### src/rtl/bin_to_bcd_seq_pkg.sv
// Shared constants for the sequential binary-to-BCD converter and the
// downstream digit-select mux.
package bin_to_bcd_seq_pkg;

    // FSM state encodings (kept as plain constants for legacy compatibility)
    localparam logic [0:0] ST_IDLE  = 1'b0;
    localparam logic [0:0] ST_SHIFT = 1'b1;

    // One BCD digit is four bits; three digits cover values up to 511
    localparam int unsigned DIGIT_W    = 4;
    localparam int unsigned NUM_DIGITS = 3;
    localparam int unsigned BCD_W      = DIGIT_W * NUM_DIGITS;

endpackage

### src/rtl/bin_to_bcd_seq_bcd_add3.sv
// Double-dabble digit correction: a digit of 5 or more gets +3 so that the
// following left shift carries correctly into the next decimal digit.
module bcd_add3
    import bin_to_bcd_seq_pkg::*;
(
    input  logic [DIGIT_W-1:0] din,
    output logic [DIGIT_W-1:0] dout
);

    // Add 3 to digits >= 5; the sum stays within four bits for BCD inputs
    always_comb begin
        dout = din;
        if (din >= DIGIT_W'(5)) begin
            dout = din + DIGIT_W'(3);
        end
    end

endmodule

### src/rtl/bin_to_bcd_seq.sv
// Sequential binary-to-BCD converter (shift-add-3, one bit per clock).
// A start/busy/done handshake launches a conversion; the registered digit
// outputs change only on the edge that raises done.
module bin_to_bcd_seq
    import bin_to_bcd_seq_pkg::*;
#(
    parameter int WIDTH = 8
) (
    input  logic               clk,
    input  logic               rst,
    input  logic               start,
    input  logic [WIDTH-1:0]   bin,
    output logic               busy,
    output logic               done,
    output logic [DIGIT_W-1:0] ones,
    output logic [DIGIT_W-1:0] tens,
    output logic [DIGIT_W-1:0] hundreds
);

    localparam int CW = $clog2(WIDTH + 1);

    if (WIDTH < 4 || WIDTH > 9) begin : g_bad_width
        $error("bin_to_bcd_seq: WIDTH must be in 4..9");
    end

    logic [0:0]       state;
    logic [WIDTH-1:0] bin_sr;
    logic [BCD_W-1:0] bcd;
    logic [BCD_W-1:0] adj;
    logic [BCD_W-1:0] bcd_nxt;
    logic [WIDTH-1:0] sr_nxt;
    logic [CW-1:0]    cnt;

    // Inputs never exceed 511, so the top bit of the corrected hundreds
    // digit is always zero and is dropped by the shift.
    logic unused_top;
    assign unused_top = adj[BCD_W-1];

    for (genvar g = 0; g < NUM_DIGITS; g++) begin : g_dig
        bcd_add3 u_add3 (
            .din  (bcd[g*DIGIT_W +: DIGIT_W]),
            .dout (adj[g*DIGIT_W +: DIGIT_W])
        );
    end

    // One double-dabble iteration: corrected digits and binary shift left as one word
    always_comb begin
        bcd_nxt = {adj[BCD_W-2:0], bin_sr[WIDTH-1]};
        sr_nxt  = {bin_sr[WIDTH-2:0], 1'b0};
    end

    // Handshake FSM, bit counter, working registers and registered digits
    always_ff @(posedge clk) begin
        if (rst) begin
            state    <= ST_IDLE;
            busy     <= 1'b0;
            done     <= 1'b0;
            ones     <= '0;
            tens     <= '0;
            hundreds <= '0;
            bin_sr   <= '0;
            bcd      <= '0;
            cnt      <= '0;
        end else begin
            done <= 1'b0;
            case (state)
                ST_IDLE: begin
                    if (start) begin
                        bin_sr <= bin;
                        bcd    <= '0;
                        cnt    <= CW'(WIDTH);
                        busy   <= 1'b1;
                        state  <= ST_SHIFT;
                    end
                end
                ST_SHIFT: begin
                    bin_sr <= sr_nxt;
                    bcd    <= bcd_nxt;
                    cnt    <= cnt - CW'(1);
                    if (cnt == CW'(1)) begin
                        ones     <= bcd_nxt[0*DIGIT_W +: DIGIT_W];
                        tens     <= bcd_nxt[1*DIGIT_W +: DIGIT_W];
                        hundreds <= bcd_nxt[2*DIGIT_W +: DIGIT_W];
                        done     <= 1'b1;
                        busy     <= 1'b0;
                        state    <= ST_IDLE;
                    end
                end
                default: state <= ST_IDLE;
            endcase
        end
    end

endmodule

### config.mk
export PLATFORM = sky130hd
export DESIGN_NAME = bin_to_bcd_seq
export DESIGN_NICKNAME = d
export VERILOG_FILES = /design/src/rtl/bin_to_bcd_seq_pkg.sv /design/src/rtl/bin_to_bcd_seq_bcd_add3.sv /design/src/rtl/bin_to_bcd_seq.sv
export SDC_FILE = /design/constraint.sdc
export NUM_CORES = 1
export LEC_CHECK = 0
export CORE_UTILIZATION = 55
export CTS_BUF_LIST = sky130_fd_sc_hd__clkbuf_16
export DETAILED_ROUTE_END_ITERATION = 6
export PLACE_DENSITY_LB_ADDON = 0.25
export SYNTH_ARGS = -nofsm -noshare
export SYNTH_HDL_FRONTEND = slang
export SYNTH_HIERARCHICAL = 1
export SYNTH_SLANG_ARGS = --single-unit
### constraint.sdc
create_clock -name clk -period 1.9 [get_ports clk]
set_input_delay 0.38 -clock clk [delete_from_list [all_inputs] [get_ports clk]]
set_output_delay 0.38 -clock clk [all_outputs]
set_load 0.005 [all_outputs]
==> impl_metrics.prom <==
# TYPE chip_impl_metric gauge
chip_impl_metric{name="die_boundary_height",unit="um"} 60.3
chip_impl_metric{name="cell_internal_power",unit="W"} 0.00140
chip_impl_metric{name="tritoncts_sinks",unit=""} 39
chip_impl_metric{name="drive_above_1_share",unit=""} 0.153
chip_impl_metric{name="layout.nets",unit=""} 234
chip_impl_metric{name="initial_core_util",unit=""} 0.598
chip_impl_metric{name="reg2regPathDepth",unit=""} 7
chip_impl_metric{name="grt_first_pass_wirelength",unit="um"} 5730
chip_impl_metric{name="placementRows",unit=""} 20
chip_impl_metric{name="critical-path-max-stage-delay",unit="ps"} 330
chip_impl_metric{name="vias_per_cell",unit=""} 5.37
chip_impl_metric{name="rrSetupSlack",unit="ps"} 380
chip_impl_info{name="clk_root_buffer_cell",value="sky130_fd_sc_hd__clkbuf_16"} 1
chip_impl_metric{name="antenna_cells",unit=""} 0
chip_impl_metric{name="min_delay_path_depth",unit=""} 1
chip_impl_info{name="worstReg2RegEnd",value="bcd[10]$_SDFFE_PP0P_"} 1
chip_impl_info{name="timing.hold.worst.class",value="reg -> reg"} 1
chip_impl_metric{name="final_wirelength",unit="um"} 3570
chip_impl_metric{name="wl_per_cell",unit="um"} 13.7
chip_impl_metric{name="worst_setup_hold_path_clk_slew",unit="ps"} 60
chip_impl_info{name="worstSetupStartpointType",value="flop"} 1
chip_impl_metric{name="cts.htree.levels",unit=""} 2
chip_impl_info{name="unrepaired_setup_endpoints_after_global_routing",value="false"} 1
chip_impl_metric{name="number_of_global_route_vias_before_repair",unit=""} 1335
chip_impl_info{name="rr_startpoint",value="bcd[9]$_SDFFE_PP0P_"} 1
chip_impl_metric{name="drcViolationCount",unit=""} 0
chip_impl_info{name="grt.busiest_layer",value="met2"} 1
chip_impl_metric{name="gpl.final_weighted_congestion",unit=""} 0.750
chip_impl_metric{name="power_switching",unit="W"} 0.000408
chip_impl_metric{name="vdd.ir_drop.worst",unit="V"} 0.000670
chip_impl_metric{name="cts_max_path_buffers",unit=""} 2
chip_impl_metric{name="timing.setup.tns",unit="ps"} 0
chip_impl_metric{name="hold_buf_cts",unit=""} 0
chip_impl_metric{name="power.density_cell_area",unit="nW/um^2"} 805
chip_impl_info{name="worst_hold_startpoint",value="busy$_SDFFE_PP0P_"} 1
chip_impl_info{name="cts_tree",value="built"} 1
chip_impl_metric{name="ioPinCount",unit=""} 25
chip_impl_metric{name="finalHoldWorstSlack",unit="ps"} 461
chip_impl_metric{name="setup_violations",unit=""} 0
chip_impl_metric{name="detailedRoute.firstPassIterationCount",unit=""} 4
chip_impl_metric{name="globalRouteTotalUtil",unit=""} 0.217
chip_impl_metric{name="num_vias",unit=""} 1397
chip_impl_info{name="cpMaxStageDelayCell",value="sky130_fd_sc_hd__dfxtp_1"} 1
chip_impl_metric{name="grt_antenna_before_repair",unit=""} 0
chip_impl_metric{name="final.setup_skew",unit="ps"} 5.34
chip_impl_metric{name="clock_latency",unit="ps"} 280
chip_impl_metric{name="fraction_of_power_consumed_by_the_clock_network",unit=""} 0.432
chip_impl_info{name="critical_path.endpoint_type",value="flop"} 1
chip_impl_metric{name="netlist_instances",unit=""} 192
chip_impl_metric{name="synth_area",unit="sq um"} 1870
chip_impl_metric{name="post_cts_buffers",unit=""} 0
chip_impl_metric{name="critical_path.max_fanout",unit=""} 3
chip_impl_metric{name="sequentialPowerShare",unit=""} 0.475
chip_impl_metric{name="worstMarginPinSlew",unit="ps"} 458
chip_impl_metric{name="timing_hold_violations_final",unit=""} 0
chip_impl_metric{name="fin_crit",unit="ps"} 1520
chip_impl_metric{name="worst-endpoint-arrival",unit="ps"} 1740
chip_impl_metric{name="syn_to_final_growth",unit="%"} 20.1
chip_impl_metric{name="cts_resized",unit=""} 0
chip_impl_metric{name="power_switching_share",unit=""} 0.226
chip_impl_metric{name="finalCritPeriodShare",unit=""} 0.802
chip_impl_metric{name="fmax",unit="GHz"} 0.657
chip_impl_metric{name="syn_avg_cell_area",unit="sq um"} 9.74
chip_impl_metric{name="syn_nets",unit=""} 211
chip_impl_metric{name="global_route.overflow_total",unit=""} 0
chip_impl_metric{name="die_width",unit="um"} 60.3
chip_impl_metric{name="port_buffers",unit=""} 24
chip_impl_metric{name="grt_start_max_net_pins",unit=""} 30
chip_impl_metric{name="floorplan.core_area",unit="sq um"} 3130
chip_impl_metric{name="hpwl",unit="um"} 2410
chip_impl_info{name="critical_path_class",value="reg -> reg"} 1
chip_impl_metric{name="grt_util_met2",unit=""} 0.370
chip_impl_info{name="hold-path-endpoint",value="busy$_SDFFE_PP0P_"} 1
chip_impl_metric{name="die-area",unit="sq um"} 3640
chip_impl_info{name="result_of_the_run",value="finished clean"} 1
chip_impl_metric{name="leakage",unit="nW"} 0.898
chip_impl_metric{name="yosysWarningCount",unit=""} 6
chip_impl_metric{name="routing_usage_on_met3",unit=""} 0.0693
chip_impl_metric{name="maxSlewHeadroom",unit=""} 0.695
chip_impl_metric{name="tritoncts.num_buffers",unit=""} 5
chip_impl_metric{name="maxSlewViolCount",unit=""} 0
chip_impl_metric{name="power.combinational.fraction",unit=""} 0.092
chip_impl_metric{name="drt.antenna.violating_nets",unit=""} 0
chip_impl_info{name="crit_chain",value="inv_1 -> ha_1 -> nand2b_1 -> a21oi_2 -> mux2i_1 -> a21oi_1 -> nor2_1"} 1
chip_impl_metric{name="finalCoreUtilization",unit=""} 0.718
chip_impl_metric{name="initialDrtViolationCount",unit=""} 54
chip_impl_metric{name="worst-endpoint-required",unit="ps"} 2120
chip_impl_metric{name="grt_use_met1",unit=""} 0.244
chip_impl_metric{name="drv.max_cap_violation_count",unit=""} 0
critical path, delay by kind of cell, from the launching register on:
kind / cells / cell delay (ps)
compound gates: 2 / 300
mux: 1 / 300
fa+ha+maj: 1 / 190
simple gates: 2 / 260
buf+inv: 1 / 80
flops: 1 / 330
stage by stage:
step	std cells	worst slack, ps	total power (W)	instance area, sq um
3_5_place_dp	252	168	0.00104	2110
6_report	260	377	0.00181	2250
3_3_place_gp	252	215	0.00103	2110
5_1_grt	260	243	0.00188	2250
2_1_floorplan	192	593	0.00100	1870
4_1_cts	260	357	0.00182	2250
state kept, by name, indices dropped and copies added, names as in the netlist:
name	count
busy	1
state	1
done	1
ones	4
bcd	12
hundreds	4
tens	4
cnt	4
bin_sr	8
how the worst max path moves through the flow:
stage / from / endpoint / slack [ps] / depth (start not counted)
2_1_floorplan: bcd[1]$_SDFFE_PP0P_ / bcd[2]$_SDFFE_PP0P_ / 590 / 7
5_1_grt: bcd[1]$_SDFFE_PP0P_ / bcd[2]$_SDFFE_PP0P_ / 240 / 7
4_1_cts: bcd[9]$_SDFFE_PP0P_ / bcd[10]$_SDFFE_PP0P_ / 360 / 7
3_5_place_dp: start / bin_sr[1]$_SDFFE_PP0P_ / 170 / 5
3_3_place_gp: start / bin_sr[1]$_SDFFE_PP0P_ / 210 / 5
6_report: bcd[9]$_SDFFE_PP0P_ / bcd[10]$_SDFFE_PP0P_ / 380 / 7
layout make-up:
type | count | area [sq um]
Inverter | 8 | 30.0
Clock buffer | 5 | 125
Clock inverter | 3 | 12.5
Fill cell | 244 | 882
Multi-Input combinational cell | 132 | 952
Tap cell | 44 | 55.1
Timing Repair Buffer | 29 | 290
Sequential cell | 39 | 781
power by group through the flow:
stage	clock network, W	logic, W	registers, W
detailed placement	0	0.000168	0.000876
global route	0.000833	0.000184	0.000862
floorplan	0	0.000130	0.000872
global placement	0	0.000159	0.000874
CTS	0.000793	0.000167	0.000859
finish	0.000781	0.000167	0.000859
per-layer routing:
| layer | vias to the layer above | part of all wire |
|---|---|---|
| met5 | - | 0 |
| met4 | 0 | 0.017 |
| met3 | 7 | 0.041 |
| met2 | 26 | 0.49 |
| met1 | 659 | 0.46 |
| li1 | 705 | - |
placed cells by master, fill, tap and decap left out, types with 8 or more instances in the layout:
cell / instances
sky130_fd_sc_hd__a21oi_1: 14
sky130_fd_sc_hd__a22o_2: 8
sky130_fd_sc_hd__clkdlybuf4s50_1: 24
sky130_fd_sc_hd__dfxtp_1: 39
sky130_fd_sc_hd__ha_1: 8
sky130_fd_sc_hd__inv_1: 10
sky130_fd_sc_hd__mux2i_1: 12
sky130_fd_sc_hd__nand2_1: 11
sky130_fd_sc_hd__nor2_1: 25
sky130_fd_sc_hd__nor3b_1: 12
No activity file was read; power rests on OpenSTA's default activity.
